<file path="src/rtl/divider_nbit.sv">
// Sequential restoring divider: one quotient bit per clock, start/done handshake.
// Define DIV_SIGNED_EN to add the signed_mode input (two's-complement operands).
module divider_nbit #(
    parameter int WIDTH = 8
) (
    input  logic             clk,
    input  logic             rst_n,
    input  logic             strt,
    input  logic [WIDTH-1:0] dividend,
    input  logic [WIDTH-1:0] divisor,
`ifdef DIV_SIGNED_EN
    input  logic             signed_mode,
`endif
    output logic [WIDTH-1:0] quotient,
    output logic [WIDTH-1:0] remainder,
    output logic             not_valid,
    output logic             idle,
    output logic             done
);

    localparam int CNT_W = $clog2(WIDTH + 1);

    typedef enum logic [1:0] {IDLE, CALC, FIN} state_t;

    state_t             state_reg, state_next;
    logic [CNT_W-1:0]   cnt_reg, cnt_next;
    logic [WIDTH-1:0]   acc_reg, acc_next;
    logic [WIDTH-1:0]   dq_reg, dq_next;
    logic [WIDTH-1:0]   dvs_reg, dvs_next;
    logic               neg_q_reg, neg_q_next;
    logic               neg_r_reg, neg_r_next;
    logic               nv_reg, nv_next;
    logic [WIDTH-1:0]   quotient_reg, quotient_next;
    logic [WIDTH-1:0]   remainder_reg, remainder_next;
    logic               not_valid_reg, not_valid_next;
    logic               idle_reg, idle_next;
    logic               done_reg, done_next;

    logic               sm;
    logic [WIDTH-1:0]   dvd_mag;
    logic [WIDTH-1:0]   dvs_mag;
    logic [WIDTH:0]     trial;

`ifdef DIV_SIGNED_EN
    assign sm = signed_mode;
`else
    assign sm = 1'b0;
`endif

    assign dvd_mag = (sm && dividend[WIDTH-1]) ? (~dividend + 1'b1) : dividend;
    assign dvs_mag = (sm && divisor[WIDTH-1])  ? (~divisor + 1'b1)  : divisor;

    // dq_reg doubles as the dividend shifter and the quotient accumulator
    assign trial = {acc_reg, dq_reg[WIDTH-1]} - {1'b0, dvs_reg};

    always_comb begin
        state_next     = state_reg;
        cnt_next       = cnt_reg;
        acc_next       = acc_reg;
        dq_next        = dq_reg;
        dvs_next       = dvs_reg;
        neg_q_next     = neg_q_reg;
        neg_r_next     = neg_r_reg;
        nv_next        = nv_reg;
        quotient_next  = quotient_reg;
        remainder_next = remainder_reg;
        not_valid_next = not_valid_reg;
        idle_next      = idle_reg;
        done_next      = 1'b0;

        case (state_reg)
            IDLE: begin
                if (strt) begin
                    idle_next  = 1'b0;
                    nv_next    = 1'b0;
                    dvs_next   = dvs_mag;
                    neg_q_next = sm & (dividend[WIDTH-1] ^ divisor[WIDTH-1]);
                    neg_r_next = sm & dividend[WIDTH-1];
                    if (divisor == '0) begin
                        // Preset result; FIN waits one extra cycle using the counter
                        dq_next    = '1;
                        acc_next   = dividend;
                        nv_next    = 1'b1;
                        neg_q_next = 1'b0;
                        neg_r_next = 1'b0;
                        cnt_next   = CNT_W'(1);
                        state_next = FIN;
                    end else begin
                        dq_next    = dvd_mag;
                        acc_next   = '0;
                        cnt_next   = CNT_W'(WIDTH);
                        state_next = CALC;
`ifdef DIV_SIGNED_EN
                        if (sm && dividend == {1'b1, {(WIDTH-1){1'b0}}} && divisor == '1)
                            nv_next = 1'b1;
`endif
                    end
                end
            end
            CALC: begin
                if (!trial[WIDTH]) begin
                    acc_next = trial[WIDTH-1:0];
                    dq_next  = {dq_reg[WIDTH-2:0], 1'b1};
                end else begin
                    acc_next = {acc_reg[WIDTH-2:0], dq_reg[WIDTH-1]};
                    dq_next  = {dq_reg[WIDTH-2:0], 1'b0};
                end
                cnt_next = cnt_reg - 1'b1;
                if (cnt_reg == CNT_W'(1))
                    state_next = FIN;
            end
            FIN: begin
                if (cnt_reg != '0) begin
                    cnt_next = cnt_reg - 1'b1;
                end else begin
                    quotient_next  = neg_q_reg ? (~dq_reg + 1'b1) : dq_reg;
                    remainder_next = neg_r_reg ? (~acc_reg + 1'b1) : acc_reg;
                    not_valid_next = nv_reg;
                    done_next      = 1'b1;
                    idle_next      = 1'b1;
                    state_next     = IDLE;
                end
            end
            default: begin
                state_next = IDLE;
                idle_next  = 1'b1;
            end
        endcase
    end

    always_ff @(posedge clk or negedge rst_n) begin
        if (!rst_n) begin
            state_reg     <= IDLE;
            cnt_reg       <= '0;
            acc_reg       <= '0;
            dq_reg        <= '0;
            dvs_reg       <= '0;
            neg_q_reg     <= 1'b0;
            neg_r_reg     <= 1'b0;
            nv_reg        <= 1'b0;
            quotient_reg  <= '0;
            remainder_reg <= '0;
            not_valid_reg <= 1'b0;
            idle_reg      <= 1'b1;
            done_reg      <= 1'b0;
        end else begin
            state_reg     <= state_next;
            cnt_reg       <= cnt_next;
            acc_reg       <= acc_next;
            dq_reg        <= dq_next;
            dvs_reg       <= dvs_next;
            neg_q_reg     <= neg_q_next;
            neg_r_reg     <= neg_r_next;
            nv_reg        <= nv_next;
            quotient_reg  <= quotient_next;
            remainder_reg <= remainder_next;
            not_valid_reg <= not_valid_next;
            idle_reg      <= idle_next;
            done_reg      <= done_next;
        end
    end

    assign quotient  = quotient_reg;
    assign remainder = remainder_reg;
    assign not_valid = not_valid_reg;
    assign idle      = idle_reg;
    assign done      = done_reg;

endmodule

</file>
<file path="config.mk">
export PLATFORM = sky130hd
export DESIGN_NAME = divider_nbit
export DESIGN_NICKNAME = d
export VERILOG_FILES = /design/src/rtl/divider_nbit.sv
export SDC_FILE = /design/constraint.sdc
export NUM_CORES = 1
export LEC_CHECK = 0
export ABC_AREA = 0
export CAP_MARGIN = 5
export CELL_PAD_IN_SITES_DETAIL_PLACEMENT = 1
export CELL_PAD_IN_SITES_GLOBAL_PLACEMENT = 1
export CORE_ASPECT_RATIO = 1.4
export CORE_UTILIZATION = 48
export CTS_BUF_LIST = sky130_fd_sc_hd__clkbuf_4
export DETAILED_ROUTE_END_ITERATION = 10
export GPL_TIMING_DRIVEN = 0
export PLACE_DENSITY_LB_ADDON = 0.1
export SLEW_MARGIN = 10
export SYNTH_ARGS = -nofsm -noshare
export SYNTH_HDL_FRONTEND = slang
export SYNTH_SLANG_ARGS = --single-unit
</file>
<file path="constraint.sdc">
create_clock -name clk -period 5.5 [get_ports clk]
set_clock_uncertainty 0.15 [all_clocks]
set_input_delay 1.375 -clock clk [delete_from_list [all_inputs] [get_ports clk]]
set_output_delay 1.375 -clock clk [all_outputs]
set_load 0.02 [all_outputs]
</file>
==> impl_metrics.csv <==
group,metric,value,unit
cts,clkTransAtPathRegs,0.14,ns
global_routing,grtUsageMet3,3.28,%
global_routing,use_met2,42.4,%
drt,vias,2119,
floorplanning,start_util,49.4,%
min_path,hp-class,"flip-flop to flip-flop",
min_path,whs_path_depth,1,
global_routing,grt_max_degree,28,
timing,tightest_slew,0.621,ns
floorplanning,die_width,65.5,um
cts,cts_buffer_depth,2,
layout,drive_gt1_share,9.27,%
drt,via_per_inst,5.73,
floorplanning,die_area,0.00595,mm2
critical_path,path_max_fanout,8,
timing,final.min_clock_period,3.20,ns
drt,drt-pass1-iter-count,4,
critical_path,crit_slowest_cell,"nor4_1",
cts,post_cts_buffers,0,
global_routing,grt_pass1_vias,2259,
cts,cts_sinks,50,
layout,n_antenna_cell,0,
synthesis,syn_inst,256,
timing,finalSetupViolCount,0,
timing,slew_headroom,58.6,%
floorplanning,core,0.00549,mm2
timing,rsz0062_at_grt,"false",
drt,drc_errors,0,
cts,htreeDepth,2,
flow_run,maxCapViolations,0,
placement,dpl_cell_area,0.00318,mm2
drt,routedWlPerCell,17.6,um
layout,syn2layout_area_growth,21.1,%
min_path,hold_path_end,"remainder[3]$_DFFE_PN0P_",
global_routing,track_usage,24.0,%
layout,layout_commonest_cell,"dfrtp_1",
critical_path,r2r_start,"dq_reg[7]$_DFFE_PN0P_",
layout,design_area,0.00328,mm2
layout,nNetsFinal,335,
synthesis,avgSynthCellArea,10.6,um2
min_path,min_from,"remainder[3]$_DFFE_PN0P_",
status,status,"finished clean",
layout,final_cell_mix,"dfrtp_1 (49), clkdlybuf4s50_1 (36), nor2_1 (27)",
floorplanning,die_h,90.9,um
global_routing,grt_busiest_layer,"met2",
critical_path,cp_slowest_stage_delay,0.50,ns
drt,drt_iter0_markers,57,
critical_path,ff2ff_setup_slack,2.79,ns
timing,hold_viol,0,
layout,nFillCells,619,
synthesis,syn-cell-area,0.00271,mm2
critical_path,endpoint_kind,"flip-flop",
pwr,power.leakage,1.43,nW
critical_path,worstSetupPathType,"primary input to flip-flop",
global_routing,antenna_found_initial,0,
critical_path,crit_family,"simple AND/OR/NAND/NOR gates",
drt,wl,6520,um
synthesis,ys_async_sr_fraction,100,%
synthesis,synth_cell_type_count,50,
timing,timing.fmax,313,MHz
pwr,power_density,729,mW/mm2
placement,place_hpwl,4950,um
critical_path,worst_setup_path_start_kind,"primary input",
cts,root_buffer,"clkbuf_4",
global_routing,grt_pass1_wl,10900,um
timing,finalCritPeriodShare,58.1,%
cts,cts_resized,0,
critical_path,rr_endpoint,"acc_reg[1]$_DFFE_PN0P_",
synthesis,yosys_warnings,0,
synthesis,ys_seq_area_share,46.2,%
cts,ctsHoldBuffers,0,
critical_path,worstPathRequired,5.67,ns
timing,drv_slew,0,
cts,tritoncts,"built",
placement,gp_congestion,0.795,
drt,ant_nets,0,
cts,clk_latency,0.37,ns
critical_path,crit_path_cell_trace,"clkdlybuf4s50_1 -> nor4_1 -> nand2_1 -> nor2_2 -> a21oi_1 -> or2_1 -> nand3_1",
synthesis,ys_seq_elements,50,
critical_path,ff2ff_path_depth,9,
synthesis,syn_nets,290,
critical_path,critPathBufInv,1,
global_routing,use_met1,30.1,%
pwr,ir_drop,312,uV
synthesis,synth_edf_count,0,
floorplanning,core.rowCount,32,
global_routing,gr-total-overflow,0,
synthesis,synth_ff_type,"dfrtp_1",
critical_path,cp.arrival,3.36,ns
placement,io_buffers,37,
cts,numCtsBuffers,5,
floorplanning,num_io_pins,38,
timing,fin_setup_tns,0,ns
-- where the power goes --
part	switching, mW	total, mW	internal (mW)
combinational	0.796	1.45	0.653
clock	0.121	0.261	0.140
sequential	0.137	0.683	0.546
total	1.05	2.39	1.34
-- layer usage --
layer	vias to the layer above	share of wire, %
li1	1010	-
met1	1073	43
met3	6	2.4
met5	-	0
met2	30	54
met4	0	1.1
-- area by class of cell --
type,instances,area [um2],share of cell area [%]
Multi-Input combinational cell,183,1360,41.6
Sequential cell,50,1250,38.2
Timing Repair Buffer,38,385,11.7
Tap cell,68,85.1,2.59
Clock inverter,3,63.8,1.94
Inverter,14,52.6,1.60
Buffer,9,41.3,1.26
Clock buffer,5,37.5,1.14
-- stage by stage --
step | total power [mW] | instances | util [%] | setup slack (ns) | hold WS (ns)
final | 2.39 | 370 | 59.8 | 2.30 | 0.354
after global routing | 2.58 | 370 | 59.8 | 2.21 | 0.375
after CTS | 2.41 | 370 | 59.8 | 2.32 | 0.359
after detailed placement | 2.14 | 362 | 58.0 | 1.94 | 0.328
after global placement | 2.08 | 361 | 57.7 | 1.39 | 0.320
after floorplan | 1.71 | 256 | - | 2.85 | 0.302
-- worst max path at each step --
| stage | slack [ns] | start | end | cells past startpoint |
|---|---|---|---|---|
| 3_5_place_dp | 1.94 | divisor[5] | acc_reg[5]$_DFFE_PN0P_ | 7 |
| 5_1_grt | 2.21 | divisor[5] | acc_reg[5]$_DFFE_PN0P_ | 7 |
| 6_report | 2.30 | divisor[5] | acc_reg[5]$_DFFE_PN0P_ | 7 |
| 3_3_place_gp | 1.39 | rst_n | cnt_reg[1]$_DFFE_PN0P_ | 1 |
| 2_1_floorplan | 2.85 | divisor[5] | acc_reg[7]$_DFFE_PN0P_ | 6 |
| 4_1_cts | 2.32 | divisor[5] | acc_reg[5]$_DFFE_PN0P_ | 7 |
-- cells in the mapped netlist, types with 2 or more instances --
master     n  area [um2]
dfrtp_1   49        1230
nor2_1    27         101
mux2_1    25         282
a21oi_1   24         120
ha_1      14         175
inv_1     13        48.8
o21ai_0   11        55.1
o22ai_1   11        68.8
nand2_1   10        37.5
o21ai_1    8        40.0
nand3_1    6        30.0
clkbuf_1   5        18.8
mux2i_1    4        40.0
nand2b_1   4        25.0
buf_2      3        15.0
xor2_1     3        26.3
a21o_1     2        15.0
mux2_4     2        30.0
nor4_1     2        12.5
o211ai_1   2        15.0
o21a_1     2        15.0
-- cells by family (layout without fill, tap and decap cells) --
kind of cell             after synthesis  count (layout)  share of synthesized area, %
multiplexers                          32              32                          13.4
flip-flops                            50              50                          46.2
buffers and inverters                 23              69                          3.46
AND/OR/NAND/NOR                       60              60                          10.6
adder cells (fa/ha/maj)               15              15                          7.20
XOR/XNOR                               4               4                          1.29
AO/OA/AOI/OAI                         72              72                          17.8
-- worst register-to-register path, stage by stage (launching register included) --
cell and delay, ns:
dfrtp_1 0.41, inv_1 0.10, ha_1 0.25, fa_1 0.47
nor2b_4 0.18, o31ai_4 0.09, a22o_4 0.26, nor2_4 0.28
mux2_4 0.34, o22ai_2 0.13
Power figures use the tool's default switching activity.
